<file path="src/rtl/csa_pkg.sv">
// csa_pkg: shared state encoding, default widths and operand extension for the CSA accumulator
package csa_pkg;
    typedef enum logic [1:0] {IDLE, ACC, RESOLVE, HOLD} state_t;
    localparam int DEF_IN_W = 23;
    localparam int DEF_ACC_W = 26;
    localparam int EXT_W = 64;
    function automatic logic [EXT_W-1:0] ext(input logic [EXT_W-1:0] v, input int w, input bit sgn);
        logic [EXT_W-1:0] m;
        m = (EXT_W'(1) << w) - EXT_W'(1);
        return (v & m) | ((sgn && |(v & (EXT_W'(1) << (w - 1)))) ? ~m : '0);
    endfunction
endpackage

</file>
<file path="src/rtl/csa_3to2_w.sv">
// csa_3to2_w: W-bit 3:2 carry-save compressor; carry already shifted into its weight position
module csa_3to2_w #(
    parameter int W = 26
) (
    input  logic [W-1:0] a,
    input  logic [W-1:0] b,
    input  logic [W-1:0] c,
    output logic [W-1:0] s,
    output logic [W-1:0] cy
);
    assign s = a ^ b ^ c;
    assign cy = ((a & b) | (a & c) | (b & c)) << 1;
endmodule

</file>
<file path="src/rtl/csa_accum_seq.sv">
// csa_accum_seq: streaming multi-operand accumulator, carry-save folding then one final add
module csa_accum_seq
    import csa_pkg::*;
#(
    parameter int IN_W = DEF_IN_W,
    parameter int ACC_W = DEF_ACC_W,
    parameter int SIGNED = 0,
    parameter int CNT_W = 8
) (
    input  logic             clk,
    input  logic             rst,
    input  logic             abort,
    input  logic             in_valid,
    output logic             in_ready,
    input  logic [IN_W-1:0]  in_data,
    input  logic             in_last,
    output logic             out_valid,
    input  logic             out_ready,
    output logic [ACC_W-1:0] out_data,
    output logic [CNT_W-1:0] out_count,
    output logic             out_cnt_ovf
);
    state_t state;
    logic [ACC_W-1:0] sum_r, carry_r, res_r, x, s_n, c_n;
    logic [CNT_W-1:0] cnt;
    logic ovf;
    assign x = ACC_W'(ext(EXT_W'(in_data), IN_W, SIGNED != 0));
    csa_3to2_w #(.W(ACC_W)) u_csa (.a(sum_r), .b(carry_r), .c(x), .s(s_n), .cy(c_n));
    assign in_ready = !rst && (state == IDLE || state == ACC);
    assign out_valid = state == HOLD;
    assign out_data = res_r;
    assign out_count = cnt;
    assign out_cnt_ovf = ovf;
    always_ff @(posedge clk) begin
        if (rst || abort) begin
            state <= IDLE;
            sum_r <= '0;
            carry_r <= '0;
            res_r <= '0;
            cnt <= '0;
            ovf <= 1'b0;
        end else begin
            case (state)
                IDLE: if (in_valid) begin
                    sum_r <= x;
                    carry_r <= '0;
                    cnt <= CNT_W'(1);
                    ovf <= 1'b0;
                    state <= in_last ? RESOLVE : ACC;
                end
                ACC: if (in_valid) begin
                    sum_r <= s_n;
                    carry_r <= c_n;
                    cnt <= &cnt ? cnt : cnt + 1'b1;
                    ovf <= ovf | &cnt;
                    state <= in_last ? RESOLVE : ACC;
                end
                RESOLVE: begin
                    res_r <= sum_r + carry_r;
                    state <= HOLD;
                end
                HOLD: if (out_ready) state <= IDLE;
                default: state <= IDLE;
            endcase
        end
    end
endmodule
</file>
<file path="config.mk">
export PLATFORM = sky130hd
export DESIGN_NAME = csa_accum_seq
export DESIGN_NICKNAME = d
export VERILOG_FILES = /design/src/rtl/csa_pkg.sv /design/src/rtl/csa_3to2_w.sv /design/src/rtl/csa_accum_seq.sv
export SDC_FILE = /design/constraint.sdc
export NUM_CORES = 1
export LEC_CHECK = 0
export BUFFER_PORTS_ARGS = -buffer_cell sky130_fd_sc_hd__buf_4
export CORE_MARGIN = 2
export CORE_UTILIZATION = 46
export CTS_BUF_LIST = sky130_fd_sc_hd__clkbuf_4 sky130_fd_sc_hd__clkbuf_8
export CTS_CLUSTER_SIZE = 16
export DETAILED_ROUTE_END_ITERATION = 8
export HOLD_SLACK_MARGIN = 0.15
export PLACE_DENSITY = 0.63
export SETUP_SLACK_MARGIN = 0.05
export SYNTH_ARGS = -nofsm -noshare
export SYNTH_HDL_FRONTEND = slang
export SYNTH_SLANG_ARGS = --single-unit
</file>
<file path="constraint.sdc">
create_clock -name clk -period 2.6 [get_ports clk]
set_input_delay 0.39 -clock clk [delete_from_list [all_inputs] [get_ports clk]]
set_output_delay 0.39 -clock clk [all_outputs]
set_load 0.05 [all_outputs]
</file>
* After elaboration in Yosys (flattened, before gate mapping)
Cells that the tools add are included.
** Cells by class
- Add/subtract/negate cells :: 2
- Equality and inequality tests :: 8
- Muxes and demuxes :: 17
- Bitwise operators :: 8
- Reduce and logical (&&, ||, !) cells :: 11
** Operators with widths (number)
- 26-bit two-way mux :: 4
- 26-bit case mux with 2 select lines :: 2
- 25-bit by 23-bit AND with 25-bit output :: 2
- 25-bit OR :: 2
- 26-bit adder :: 1
- 26-bit by 23-bit XOR with 26-bit output :: 1
- 26-bit XOR :: 1
- 25-bit AND :: 1
- 8-bit two-way mux :: 3
- 8-bit case mux with 2 select lines :: 1
- 8-bit by 1-bit adder with 8-bit output (second input constant) :: 1
- 8-bit AND reduction :: 1
- 2-bit two-way mux :: 3
- 2-bit != test (second input constant) :: 3
- 2-bit case mux with 3 select lines :: 1
- 2-bit equality test (second input constant) :: 2
- 2-bit by 1-bit != test with 1-bit output (second input constant) :: 2
- 4-bit AND reduction :: 1
- 3-bit AND reduction :: 1
- 2-bit by 1-bit equality test with 1-bit output (second input constant) :: 1
- 2-bit logical NOT :: 1
- 1-bit logical OR :: 2
- 1-bit two-way mux :: 2
- 1-bit case mux with 2 select lines :: 1
- other kinds (6) :: 6
** Storage, ports and cells
- Bits in registers :: 89
- Input bits :: 29
- Output and inout bits :: 37
- Logic and storage cells :: 52

* Longest topological paths before layout
Gate-level depths: netlist (run 1).
- Depth in word-level cells :: 5
- Mapped depth :: 10
- Gate-level depth less buffers :: 10

* Hierarchy
Synthesis (run 1) repeated with hierarchy kept, for this count alone.
** Unflattened totals
- Cells, all modules :: 622
- Area total of the unflattened synthesis :: 5318.9 sq um
** Modules (own cells, without submodules)
- csa_accum_seq :: instances 1, cells each 594, area each 4783.3 sq um, seq. area each 1781.7 sq um
- csa_3to2_w :: instances 1, cells each 28, area each 535.5 sq um, seq. area each 0.0 sq um

* Worst setup path after synthesis (run 1)
Ideal clock, no wire load.
- Path type :: reg2reg
- Start point :: register sum_r[1]
- End point :: register res_r[25], in the netlist out_data[25]
- Setup time :: 0.132 ns
- Arrival :: 2.170 ns
- Data required time :: 2.468 ns
- Path slack :: 0.298 ns
- Stages on the path, launching flop included :: 11
- Path buffers :: 0
- Period minus slack after synthesis :: 2.302 ns
- Path through :: dfxtp_1 ha_1 inv_1 fa_1 and2b_1 o2111ai_2 a21boi_2 o311a_4 o22ai_2 nor4_1 nor4_2
** On the way
- Word-level cells in the longest chain between the ends :: 1
** RTL lines
- from (decl) :: line csa_accum_seq.sv:24 : logic [ACC_W-1:0] sum_r, carry_r, res_r, x, s_n, c_n;
- from (signal assigned) :: line csa_accum_seq.sv:52 : sum_r <= s_n;
- 26-bit adder :: line csa_accum_seq.sv:59 : res_r <= sum_r + carry_r;
- to (signal assigned) :: line csa_accum_seq.sv:59
- to (decl) :: line csa_accum_seq.sv:24
Every way passes these cells.
A chain may end at the register's enable or synchronous reset.

* Final worst setup path (run 1)
- Start point :: register sum_r[1]
- End point :: register res_r[17], in the netlist out_data[17]
The elaborated chain is that of the path after synthesis.

==> results.sh, run 1 <==
export IMPL_outcome="completed"
export IMPL_min_path_type="input pin to register"
export IMPL_r2r_start="sum_r[1]"
export IMPL_r2r_slack_ns=0.20
export IMPL_required_ns=2.88
export IMPL_dieHeight_um=112
export IMPL_cts_sinks=88
export IMPL_cts_path_max_buffers=2
export IMPL_worst_path_max_delay_cell="fa_1"
export IMPL_port_buffers=65
export IMPL_die_w_um=112
export IMPL_min_delay_start="in_last"
export IMPL_finalWeightedCongestion=0.870
export IMPL_drc_errors=0
export IMPL_clk_insertion_delay_late_ns=0.38
export IMPL_dr_wl_met2_um=6290
export IMPL_pwr_share_comb=0.109
export IMPL_globalRoute_totalOverflow=0
export IMPL_max_stage_delay_ns=0.37
export IMPL_final_net_count=818
export IMPL_n_antenna_cell=0
export IMPL_cts_tree="done"
export IMPL_ys_ff_latch=88
export IMPL_drive_above_1_share=0.164
export IMPL_grt_pass1_wl_um=23500
export IMPL_syn_to_final_growth_pct=16.7
export IMPL_synth_top_area_cell="dfxtp_1"
export IMPL_power_total_uw=2730
export IMPL_syn_area_per_cell_um2=7.91
export IMPL_globalRouteTotalUtil=0.229
export IMPL_p_leak_uw=0.00242
export IMPL_yosys_area_top_type_share=0.325
export IMPL_grt_max_degree=53
export IMPL_ys_top_cells_by_area="dfxtp_1 33%, fa_1 8.5%, a21oi_1 8.0%, nand2_1 7.8%, ha_1 6.0%"
export IMPL_slew_headroom=0.496
export IMPL_switching_share=0.275
export IMPL_viasPerCell=5.50
export IMPL_arrival_ns=2.68
export IMPL_hold_viol=0
export IMPL_worstMarginPinSlew_ns=0.748
export IMPL_postCtsHoldBufs=0
export IMPL_endpoint_kind="register"
export IMPL_grt_pass1_vias=4774
export IMPL_syn_inst=684
export IMPL_p_sw_uw=751
export IMPL_setup_tns_ns=0
export IMPL_wire_per_inst_um=15.8
export IMPL_fin_skew_ns=0.0156
export IMPL_dr_pass1_iters=5
export IMPL_synthesis_area_um2=5410
export IMPL_p_int_uw=1980
export IMPL_cap_violations=0
export IMPL_clk_pin_slew_ns=0.10
export IMPL_start_util=0.472
export IMPL_synthDistinctLibCells=54
export IMPL_cp_max_fo=3
export IMPL_htree_levels=3
export IMPL_syn_num_nets=762
export IMPL_setup_worst_path_class="register to register"
export IMPL_ios=66
export IMPL_highest_layer="met4"
export IMPL_period_minus_slack_ns=2.40
export IMPL_core_area_um2=11500
export IMPL_cts_inserted_buffers=9
export IMPL_rsz0062_at_grt="yes"
export IMPL_fill_cells=1087
export IMPL_wl_met1_um=6830
export IMPL_seq_power_share=0.508
export IMPL_drt_wl_total_um=14100
export IMPL_pwr_share_clk=0.383
export IMPL_startpoint_type="register"
export IMPL_ys_async_sr_fraction=0
export IMPL_drt_iter0_drc=253
export IMPL_path_cells="ha_1 -> inv_1 -> fa_1 -> and2b_2 -> o2111ai_2 -> a21boi_2 -> o311a_4 -> buf_4 -> a21oi_2 -> xnor2_1 -> a22o_1"
export IMPL_ir_drop_uv=349
export IMPL_whs_path_depth=3
export IMPL_final_common_cell="nand2_1"
export IMPL_route_met3_wl_um=745
export IMPL_whs_endpoint="state[1]"
export IMPL_maxSlewViolCount=0
export IMPL_place_hpwl_um=10300
export IMPL_setup_viol=0
export IMPL_powerDensity_nw_per_um2=432
export IMPL_synth_edff_count=0
export IMPL_drtAntennaViolNets=0
export IMPL_synth_main_ff_cell="dfxtp_1"
export IMPL_antenna_found_initial=0
export IMPL_yosys_warnings=0
export IMPL_root_buffer="clkbuf_8"
export IMPL_die_area_um2=12700
export IMPL_timing_fmax_mhz=416
export IMPL_via_count=4883
export IMPL_layout_common_cells="113 x nand2_1, 86 x a21oi_1, 85 x dfxtp_1"
export IMPL_yosysSeqAreaShare=0.325
export IMPL_r2r_cells=11
export IMPL_core_rowCount=39
export IMPL_finalCritPeriodShare=0.925
export IMPL_r2r_end="out_data[17]"
-- worst max-delay path by stage --
stage	startpoint	to	slack (ns)	cells after the start
detailed placement	sum_r[1]	out_data[25]	0.1	10
CTS	sum_r[1]	out_data[25]	0.07	10
finish	sum_r[1]	out_data[17]	0.20	11
global route	sum_r[1]	out_data[23]	0.03	10
floorplan	sum_r[1]	out_data[25]	0.30	10
global placement	sum_r[1]	out_data[25]	0.16	10
-- cell type report --
cell class              instances  area (um2)  share of cell area
inverters                      74         278              0.0440
clock buffers                  11         151              0.0240
multi-input cells             484        3260               0.516
clock inverters                 5        63.8              0.0101
flip-flops and latches         88        1770               0.279
well taps                     143         179              0.0283
repair buffers                 83         623              0.0986
-- worst max-delay path, delay by kind of cell (launching register included) --
kind	cells	cell delay, ns
AOI/OAI and AO/OA	5	0.85
adders and majority gates	2	0.54
DFF	1	0.35
and+or+nand+nor	1	0.24
buffers and inverters	2	0.16
xor gates and xnor gates	1	0.14
-- kinds of logic after synthesis --
logic type,after synthesis,share of synthesized area
AOI/OAI and AO/OA,191,0.221
xor gates and xnor gates,16,0.0259
adders and majority gates,49,0.145
buffers and inverters,112,0.0779
DFF,88,0.325
muxes,3,0.00555
and+or+nand+nor,225,0.199
-- flip-flops by register name (all words and copies together) (netlist names) --
signal,count
out_cnt_ovf,1
carry_r,25
sum_r,26
out_data,26
state,2
out_count,8
-- synth_stat cells, types with 2 or more instances --
| library cell | n |
|---|---|
| nand2b_1 | 5 |
| dfxtp_1 | 88 |
| nand4_1 | 6 |
| nor2_1 | 29 |
| o21a_1 | 6 |
| xnor2_1 | 7 |
| o21ai_0 | 25 |
| fa_1 | 23 |
| a31oi_1 | 4 |
| inv_1 | 74 |
| o21bai_1 | 2 |
| ha_1 | 26 |
| a21oi_2 | 3 |
| a211o_1 | 2 |
| o211ai_1 | 24 |
| o31ai_1 | 3 |
| mux2i_1 | 3 |
| nor2b_1 | 6 |
| nand3b_1 | 24 |
| a22oi_1 | 2 |
| a211oi_1 | 9 |
| or2_2 | 2 |
| a22o_1 | 2 |
| nand2_1 | 113 |
| a21o_1 | 7 |
| clkbuf_1 | 30 |
| buf_1 | 7 |
| and2_1 | 2 |
| nand4b_1 | 2 |
| nand3_1 | 16 |
| o21ai_1 | 3 |
| or3_1 | 6 |
| xor2_1 | 9 |
| a21oi_1 | 86 |
| nor3_1 | 5 |
| a21boi_0 | 3 |
| and3_1 | 3 |
-- routing by layer --
layer | up-vias | track usage
li1 | 2433 | -
met1 | 2325 | 0.323
met2 | 108 | 0.357
met3 | 17 | 0.0416
met4 | 0 | 0.0772
met5 | - | 0
-- what timing repair did --
action / CTS / global route
setup buffers: 0 / 4
gates resized for setup: 0 / 6
setup endpoints to repair: 0 / 4
-- power by group through the flow --
stage	logic [uW]	registers [uW]	clock network, uW
2_1_floorplan	187	1420	0
3_3_place_gp	288	1420	0
3_5_place_dp	296	1420	0
4_1_cts	298	1390	1070
5_1_grt	334	1390	1120
6_report	296	1390	1050
-- per-stage QoR --
stage	utilization	worst slack, ns	hold slack (ns)	cell area [um2]	std cells
global placement	0.528	0.161	0.442	6050	868
finish	0.551	0.195	0.279	6320	888
detailed placement	0.528	0.0968	0.448	6050	868
global route	0.551	0.0337	0.313	6320	888
floorplan	-	0.298	0.436	5410	684
CTS	0.547	0.0674	0.262	6270	884
Note: power is estimated with default switching activity, not from simulation.
==> inputs of run 2 (changes only) <==
--- a/config.mk
+++ b/config.mk
@@ -16,4 +16,5 @@
 export SETUP_SLACK_MARGIN = 0.05
 export SYNTH_ARGS = -nofsm -noshare
 export SYNTH_HDL_FRONTEND = slang
+export SYNTH_HIERARCHICAL = 1
 export SYNTH_SLANG_ARGS = --single-unit
==> run 2 against run 1 <==
Net effect: flip-flop and latch count rose by 1; maximum frequency fell by 0.47%; global-route usage fell by 1.4 points; combinational power rose by 4%; design area fell by 1.8%; core utilization fell by 0.52 points.
==> results.sh, run 2 <==
export IMPL_globalRouteTotalUtil=0.215
export IMPL_start_util=0.468
export IMPL_ys_ff_latch=89
export IMPL_rsz0062_at_grt="no"
export IMPL_synth_top_area_cell="dfxtp_1"
export IMPL_cts_path_max_buffers=2
export IMPL_final_net_count=755
export IMPL_r2r_start="sum_r[0]"
export IMPL_dieHeight_um=112
export IMPL_final_common_cell="nand2_1"
export IMPL_yosysSeqAreaShare=0.335
export IMPL_r2r_cells=10
export IMPL_dr_wl_met2_um=6080
export IMPL_drt_iter0_drc=222
export IMPL_power_total_uw=2910
export IMPL_worstMarginPinSlew_ns=1.14
export IMPL_fin_cells=822
export IMPL_setup_viol=0
export IMPL_highest_layer="met4"
export IMPL_n_antenna_cell=0
export IMPL_powerDensity_nw_per_um2=468
export IMPL_yosys_warnings=6
export IMPL_syn_area_per_cell_um2=8.55
export IMPL_wl_met1_um=5880
export IMPL_grt_pass1_vias=4506
export IMPL_arrival_ns=2.76
export IMPL_p_leak_uw=0.00246
export IMPL_period_minus_slack_ns=2.42
export IMPL_maxSlewViolCount=0
export IMPL_slew_headroom=0.237
export IMPL_layout_common_cells="105 x nand2_1, 85 x dfxtp_1, 75 x buf_4"
export IMPL_placed_cells=805
export IMPL_fin_skew_ns=0.00896
export IMPL_whs_endpoint="state[1]"
export IMPL_root_buffer="clkbuf_8"
export IMPL_clk_pin_slew_ns=0.09
export IMPL_drt_wl_total_um=12800
export IMPL_finalCritPeriodShare=0.929
export IMPL_synth_common_cells="105 x nand2_1, 89 x dfxtp_1, 67 x a21oi_1"
export IMPL_core_rowCount=39
export IMPL_port_buffers=65
export IMPL_clk_insertion_delay_late_ns=0.39
export IMPL_ios=66
export IMPL_postCtsHoldBufs=0
export IMPL_whs_path_depth=3
export IMPL_yosysMostFrequentCell="nand2_1"
export IMPL_core_area_um2=11400
export IMPL_endpoint_kind="register"
export IMPL_ys_top_cells_by_area="dfxtp_1 33%, fa_1 9.8%, nand2_1 7.4%, a21oi_1 6.3%, ha_1 6.1%"
export IMPL_required_ns=2.94
export IMPL_place_hpwl_um=9150
export IMPL_die_w_um=112
export IMPL_cts_tree="done"
export IMPL_htree_levels=3
export IMPL_setup_worst_path_class="register to register"
export IMPL_cts_sinks=89
export IMPL_ir_drop_uv=455
export IMPL_yosys_area_top_type_share=0.335
export IMPL_drive_above_1_share=0.166
export IMPL_setup_tns_ns=0
export IMPL_dr_pass1_iters=4
export IMPL_grt_max_degree=77
export IMPL_ys_async_sr_fraction=0
export IMPL_startpoint_type="register"
export IMPL_die_area_um2=12400
export IMPL_finalWeightedCongestion=0.898
export IMPL_globalRoute_totalOverflow=0
export IMPL_min_path_type="input pin to register"
export IMPL_timing_fmax_mhz=414
export IMPL_viasPerCell=5.54
export IMPL_r2r_end="out_data[20]"
export IMPL_synth_edff_count=0
export IMPL_min_delay_start="in_last"
export IMPL_r2r_slack_ns=0.18
export IMPL_via_count=4553
export IMPL_holdWs_ns=0.263
export IMPL_route_met3_wl_um=656
export IMPL_outcome="completed"
export IMPL_wire_per_inst_um=15.5
export IMPL_grt_pass1_wl_um=21800
export IMPL_synthDistinctLibCells=59
export IMPL_syn_to_final_growth_pct=16.7
export IMPL_hold_viol=0
export IMPL_synthesis_area_um2=5320
export IMPL_drtAntennaViolNets=0
export IMPL_synth_main_ff_cell="dfxtp_1"
export IMPL_cts_inserted_buffers=9
export IMPL_fill_cells=1061
export IMPL_syn_inst=622
export IMPL_cap_violations=0
export IMPL_antenna_found_initial=0
export IMPL_drc_errors=0
export IMPL_cp_max_fo=3
==> run 2: cell count changes in the layout (fill, tap and decap cells not counted), moves of 9 or more <==
cell and delta:
nor2_1 +24, a211oi_1 +17, a21oi_1 -20, inv_1 -65
o211ai_1 -23, nand3b_1 -24, o21ai_1 +10, o21ai_0 -9
mux2i_1 +20
==> run 2: cells by family (layout without fill, tap and decap cells) <==
logic type,after synthesis,in the layout,synth area share
simple gates,226,226,0.193
compound gates,163,163,0.191
flops,89,89,0.335
fa+ha+maj,52,52,0.159
buf+inv,46,101,0.0402
mux,23,23,0.0433
xor+xnor,21,21,0.0374
other cells,2,4,0.00141
==> run 2: critical path, stage by stage, from the launching register on <==
cell and delay, ns:
dfxtp_2 0.37, ha_4 0.14, inv_1 0.05, fa_2 0.33
and2b_1 0.24, o2111ai_2 0.16, a21oi_2 0.19, o2111ai_2 0.15
and2_4 0.18, or4_4 0.47, nand3_1 0.09
==> run 2: how the worst max path moves through the flow <==
stage,startpoint,to,slack (ns),depth (start not counted)
after CTS,sum_r[1],out_data[20],0.05,9
after global routing,carry_r[1],out_data[20],0.06,9
after detailed placement,sum_r[0],out_data[20],0.04,10
final,sum_r[0],out_data[20],0.18,10
after floorplan,sum_r[0],out_data[20],0.20,10
after global placement,sum_r[0],out_data[20],0.11,10
==> run 2: final cells by class <==
class                           instances  area, um2  area share
Multi-Input combinational cell        489       3380       0.545
Timing Repair Buffer                   76        583      0.0940
Clock buffer                            9        124      0.0200
Tap cell                              143        179      0.0288
Clock inverter                          7        119      0.0192
Inverter                                9       33.8     0.00544
Sequential cell                        89       1790       0.288
==> run 2: layer usage <==
layer,GRT usage,up-vias
met2,0.351,86
met5,0,-
met4,0.0584,0
met1,0.278,2157
met3,0.0659,13
li1,-,2297
==> run 2: metrics by stage <==
| stage | setup slack, ns | utilization | instance area [um2] |
|---|---|---|---|
| detailed placement | 0.0375 | 0.520 | 5910 |
| floorplan | 0.201 | - | 5330 |
| finish | 0.184 | 0.546 | 6200 |
| global placement | 0.107 | 0.520 | 5910 |
| CTS | 0.0539 | 0.543 | 6170 |
| global route | 0.0564 | 0.546 | 6200 |
==> run 2: where the power goes <==
| group | switching, uW | internal, uW | leakage, uW |
|---|---|---|---|
| clock network | 538 | 637 | 0.000115 |
| registers | 34.0 | 1390 | 0.000722 |
| logic | 185 | 124 | 0.00162 |
| total | 758 | 2150 | 0.00246 |
==> run 2: timing repair <==
item | CTS | global route
buffers inserted | 1 | 0
gates resized for setup | 3 | 8
pin swaps | 3 | 4
endpoints found under the setup margin | 1 | 2
==> inputs of run 3 (changes only) <==
--- a/config.mk
+++ b/config.mk
@@ -5,6 +5,7 @@
 export SDC_FILE = /design/constraint.sdc
 export NUM_CORES = 1
 export LEC_CHECK = 0
+export ABC_AREA = 1
 export BUFFER_PORTS_ARGS = -buffer_cell sky130_fd_sc_hd__buf_4
 export CORE_MARGIN = 2
 export CORE_UTILIZATION = 46
@@ -12,7 +13,7 @@
 export CTS_CLUSTER_SIZE = 16
 export DETAILED_ROUTE_END_ITERATION = 8
 export HOLD_SLACK_MARGIN = 0.15
-export PLACE_DENSITY = 0.63
+export PLACE_DENSITY = 0.62
 export SETUP_SLACK_MARGIN = 0.05
 export SYNTH_ARGS = -nofsm -noshare
 export SYNTH_HDL_FRONTEND = slang
==> run 3 against run 2 <==
Net effect: worst hold slack better by 0.0051 ns; maximum frequency is 10% higher; power is 0.74% lower; register-to-register slack improved by 0.22 ns; sequential share of layout area shrank 2.1 points; sequential power barely moved; cell count rose by 34%; critical path depth up 3; via count up 22%; combinational power up 39%.
==> results.sh, run 3 <==
export IMPL_outcome="completed"
export IMPL_r2r_start="sum_r[0]"
export IMPL_power_total_uw=2880
export IMPL_grt_pass1_wl_um=25700
export IMPL_maxSlewViolCount=0
export IMPL_cap_violations=0
export IMPL_worst_path_max_delay_cell="fa_1"
export IMPL_synthesis_area_um2=5800
export IMPL_final_net_count=1007
export IMPL_r2r_slack_ns=0.41
export IMPL_die_area_um2=13500
export IMPL_antenna_found_initial=0
export IMPL_synth_main_ff_cell="dfxtp_1"
export IMPL_finalWeightedCongestion=0.865
export IMPL_drt_wl_total_um=15500
export IMPL_cts_sinks=89
export IMPL_drc_errors=0
export IMPL_worstMarginPinSlew_ns=0.923
export IMPL_setup_viol=0
export IMPL_dr_pass1_iters=5
export IMPL_yosysMostFrequentCell="nand2_1"
export IMPL_min_path_type="input pin to register"
export IMPL_rsz0062_at_grt="no"
export IMPL_synth_top_area_cell="dfxtp_1"
export IMPL_cts_tree="done"
export IMPL_timing_critical_path_mode_cell="nand2_1"
export IMPL_crit_family="simple AND/OR/NAND/NOR gates"
export IMPL_r2r_end="out_data[14]"
export IMPL_timing_fmax_mhz=456
export IMPL_cts_resized_gates=0
export IMPL_syn_to_final_growth_pct=15.0
export IMPL_postCtsHoldBufs=0
export IMPL_period_minus_slack_ns=2.19
export IMPL_critical_path_buf_inv_count=3
export IMPL_endpoint_kind="register"
export IMPL_worstSetupEndpoint="out_data[14]"
export IMPL_startpoint_type="register"
export IMPL_r2r_cells=13
export IMPL_n_antenna_cell=0
export IMPL_grt_max_degree=45
export IMPL_cts_inserted_buffers=9
export IMPL_grt_pass1_vias=5313
export IMPL_ys_top_cells_by_area="dfxtp_1 31%, nand2_1 12%, nor2_1 9.6%, fa_1 9.0%, inv_1 7.8%"
export IMPL_yosysSeqAreaShare=0.307
export IMPL_yosys_warnings=6
export IMPL_viasPerCell=5.03
export IMPL_setup_worst_path_start="sum_r[0]"
export IMPL_p_leak_uw=0.00336
export IMPL_finalCritPeriodShare=0.843
export IMPL_wire_per_inst_um=14.0
export IMPL_powerDensity_nw_per_um2=433
export IMPL_core_rowCount=41
export IMPL_syn_inst=866
export IMPL_synthDistinctLibCells=35
export IMPL_ios=66
export IMPL_drt_iter0_drc=314
export IMPL_ys_async_sr_fraction=0
export IMPL_globalRouteTotalUtil=0.244
export IMPL_place_hpwl_um=12100
export IMPL_drive_above_1_share=0.113
export IMPL_dieHeight_um=116
export IMPL_cts_path_max_buffers=2
export IMPL_clk_insertion_delay_late_ns=0.39
export IMPL_setup_tns_ns=0
export IMPL_hold_viol=0
export IMPL_drtAntennaViolNets=0
export IMPL_max_stage_delay_ns=0.41
export IMPL_required_ns=2.93
export IMPL_path_depth=13
export IMPL_ys_ff_latch=89
export IMPL_globalRoute_totalOverflow=0
export IMPL_setup_worst_path_class="register to register"
export IMPL_via_count=5545
export IMPL_fill_cells=1321
export IMPL_synth_common_cells="193 x nand2_1, 149 x nor2_1, 121 x inv_1"
export IMPL_ir_drop_uv=363
export IMPL_port_buffers=65
export IMPL_slew_headroom=0.384
export IMPL_post_cts_buffers=0
export IMPL_start_util=0.465
export IMPL_clk_pin_slew_ns=0.08
export IMPL_layout_common_cells="193 x nand2_1, 149 x nor2_1, 121 x inv_1"
export IMPL_holdWs_ns=0.268
export IMPL_synth_edff_count=0
export IMPL_htree_levels=3
export IMPL_final_common_cell="nand2_1"
export IMPL_cp_max_fo=4
export IMPL_core_area_um2=12500
export IMPL_die_w_um=116
export IMPL_yosys_area_top_type_share=0.307
export IMPL_root_buffer="clkbuf_8"
export IMPL_arrival_ns=2.52
export IMPL_fin_skew_ns=0.0118
export IMPL_syn_area_per_cell_um2=6.70
export IMPL_path_cells="ha_1 -> inv_1 -> fa_1 -> inv_1 -> nand3_1 -> nand2_1 -> nand2_1 -> nand2_1 -> nand3_1 -> a21o_1 -> nand3_1 -> nand2_1 -> inv_1"
[run 3: cell types whose count changed after synthesis, sizes merged, moves of 19 or more]
cell | previous run | this run
a211oi | 26 | 1
a21oi | 68 | 49
inv | 9 | 125
mux2i | 23 | 0
nand2 | 105 | 198
nand3 | 17 | 40
nor2 | 53 | 151
nor3 | 8 | 32
o22ai | 1 | 23
[run 3: stage by stage]
step           area (um2)   util  std cells  setup WS, ns
4_1_cts              6670  0.535       1103         0.442
6_report             6670  0.535       1103         0.408
2_1_floorplan        5810      -        869         0.668
5_1_grt              6670  0.535       1103         0.188
3_3_place_gp         6460  0.518       1087         0.530
3_5_place_dp         6460  0.518       1087         0.451
[run 3: tightest hold or removal path, stage by stage]
cell	delay, ns
buf_4	0.11
nand2_1	0.05
a21oi_1	0.05
[run 3: final cells by class]
| cell class | instances | area (um2) | share of cell area |
|---|---|---|---|
| clock buffer | 12 | 153 | 0.0229 |
| clock inverter | 4 | 52.6 | 0.00788 |
| inverter | 126 | 473 | 0.0709 |
| multi-input combinational | 625 | 3430 | 0.514 |
| sequential | 89 | 1780 | 0.267 |
| tap | 172 | 215 | 0.0323 |
| timing repair buffer | 75 | 563 | 0.0845 |
[run 3: kinds of logic after synthesis]
logic type / after synthesis / synth area share
AOI/OAI and AO/OA: 120 / 0.113
xor gates and xnor gates: 12 / 0.0181
adders and majority gates: 52 / 0.146
buffers and inverters: 155 / 0.104
DFF: 89 / 0.307
other: 2 / 0.00130
and+or+nand+nor: 436 / 0.311
[run 3: worst min path at each step]
stage | startpoint | endpoint | slack (ns) | depth (start not counted)
6_report | in_last | state[1] | 0.27 | 3
3_3_place_gp | out_cnt_ovf | out_cnt_ovf | 0.45 | 2
2_1_floorplan | carry_r[2] | carry_r[2] | 0.48 | 2
3_5_place_dp | out_cnt_ovf | out_cnt_ovf | 0.46 | 2
5_1_grt | in_last | state[1] | 0.27 | 3
4_1_cts | in_last | state[1] | 0.26 | 3
[run 3: power breakdown]
| group | switching [uW] | internal (uW) | total (uW) |
|---|---|---|---|
| Clock | 523 | 495 | 1020 |
| Sequential | 38.7 | 1400 | 1440 |
| Combinational | 272 | 156 | 428 |
| Total | 834 | 2050 | 2880 |
[run 3: layer usage]
metal | GRT usage | routed length (um) | part of all wire
met1 | 0.339 | 7560 | 0.49
met3 | 0.0446 | 849 | 0.055
met2 | 0.378 | 6730 | 0.43
met4 | 0.0921 | 343 | 0.022
met5 | 0 | 0 | 0
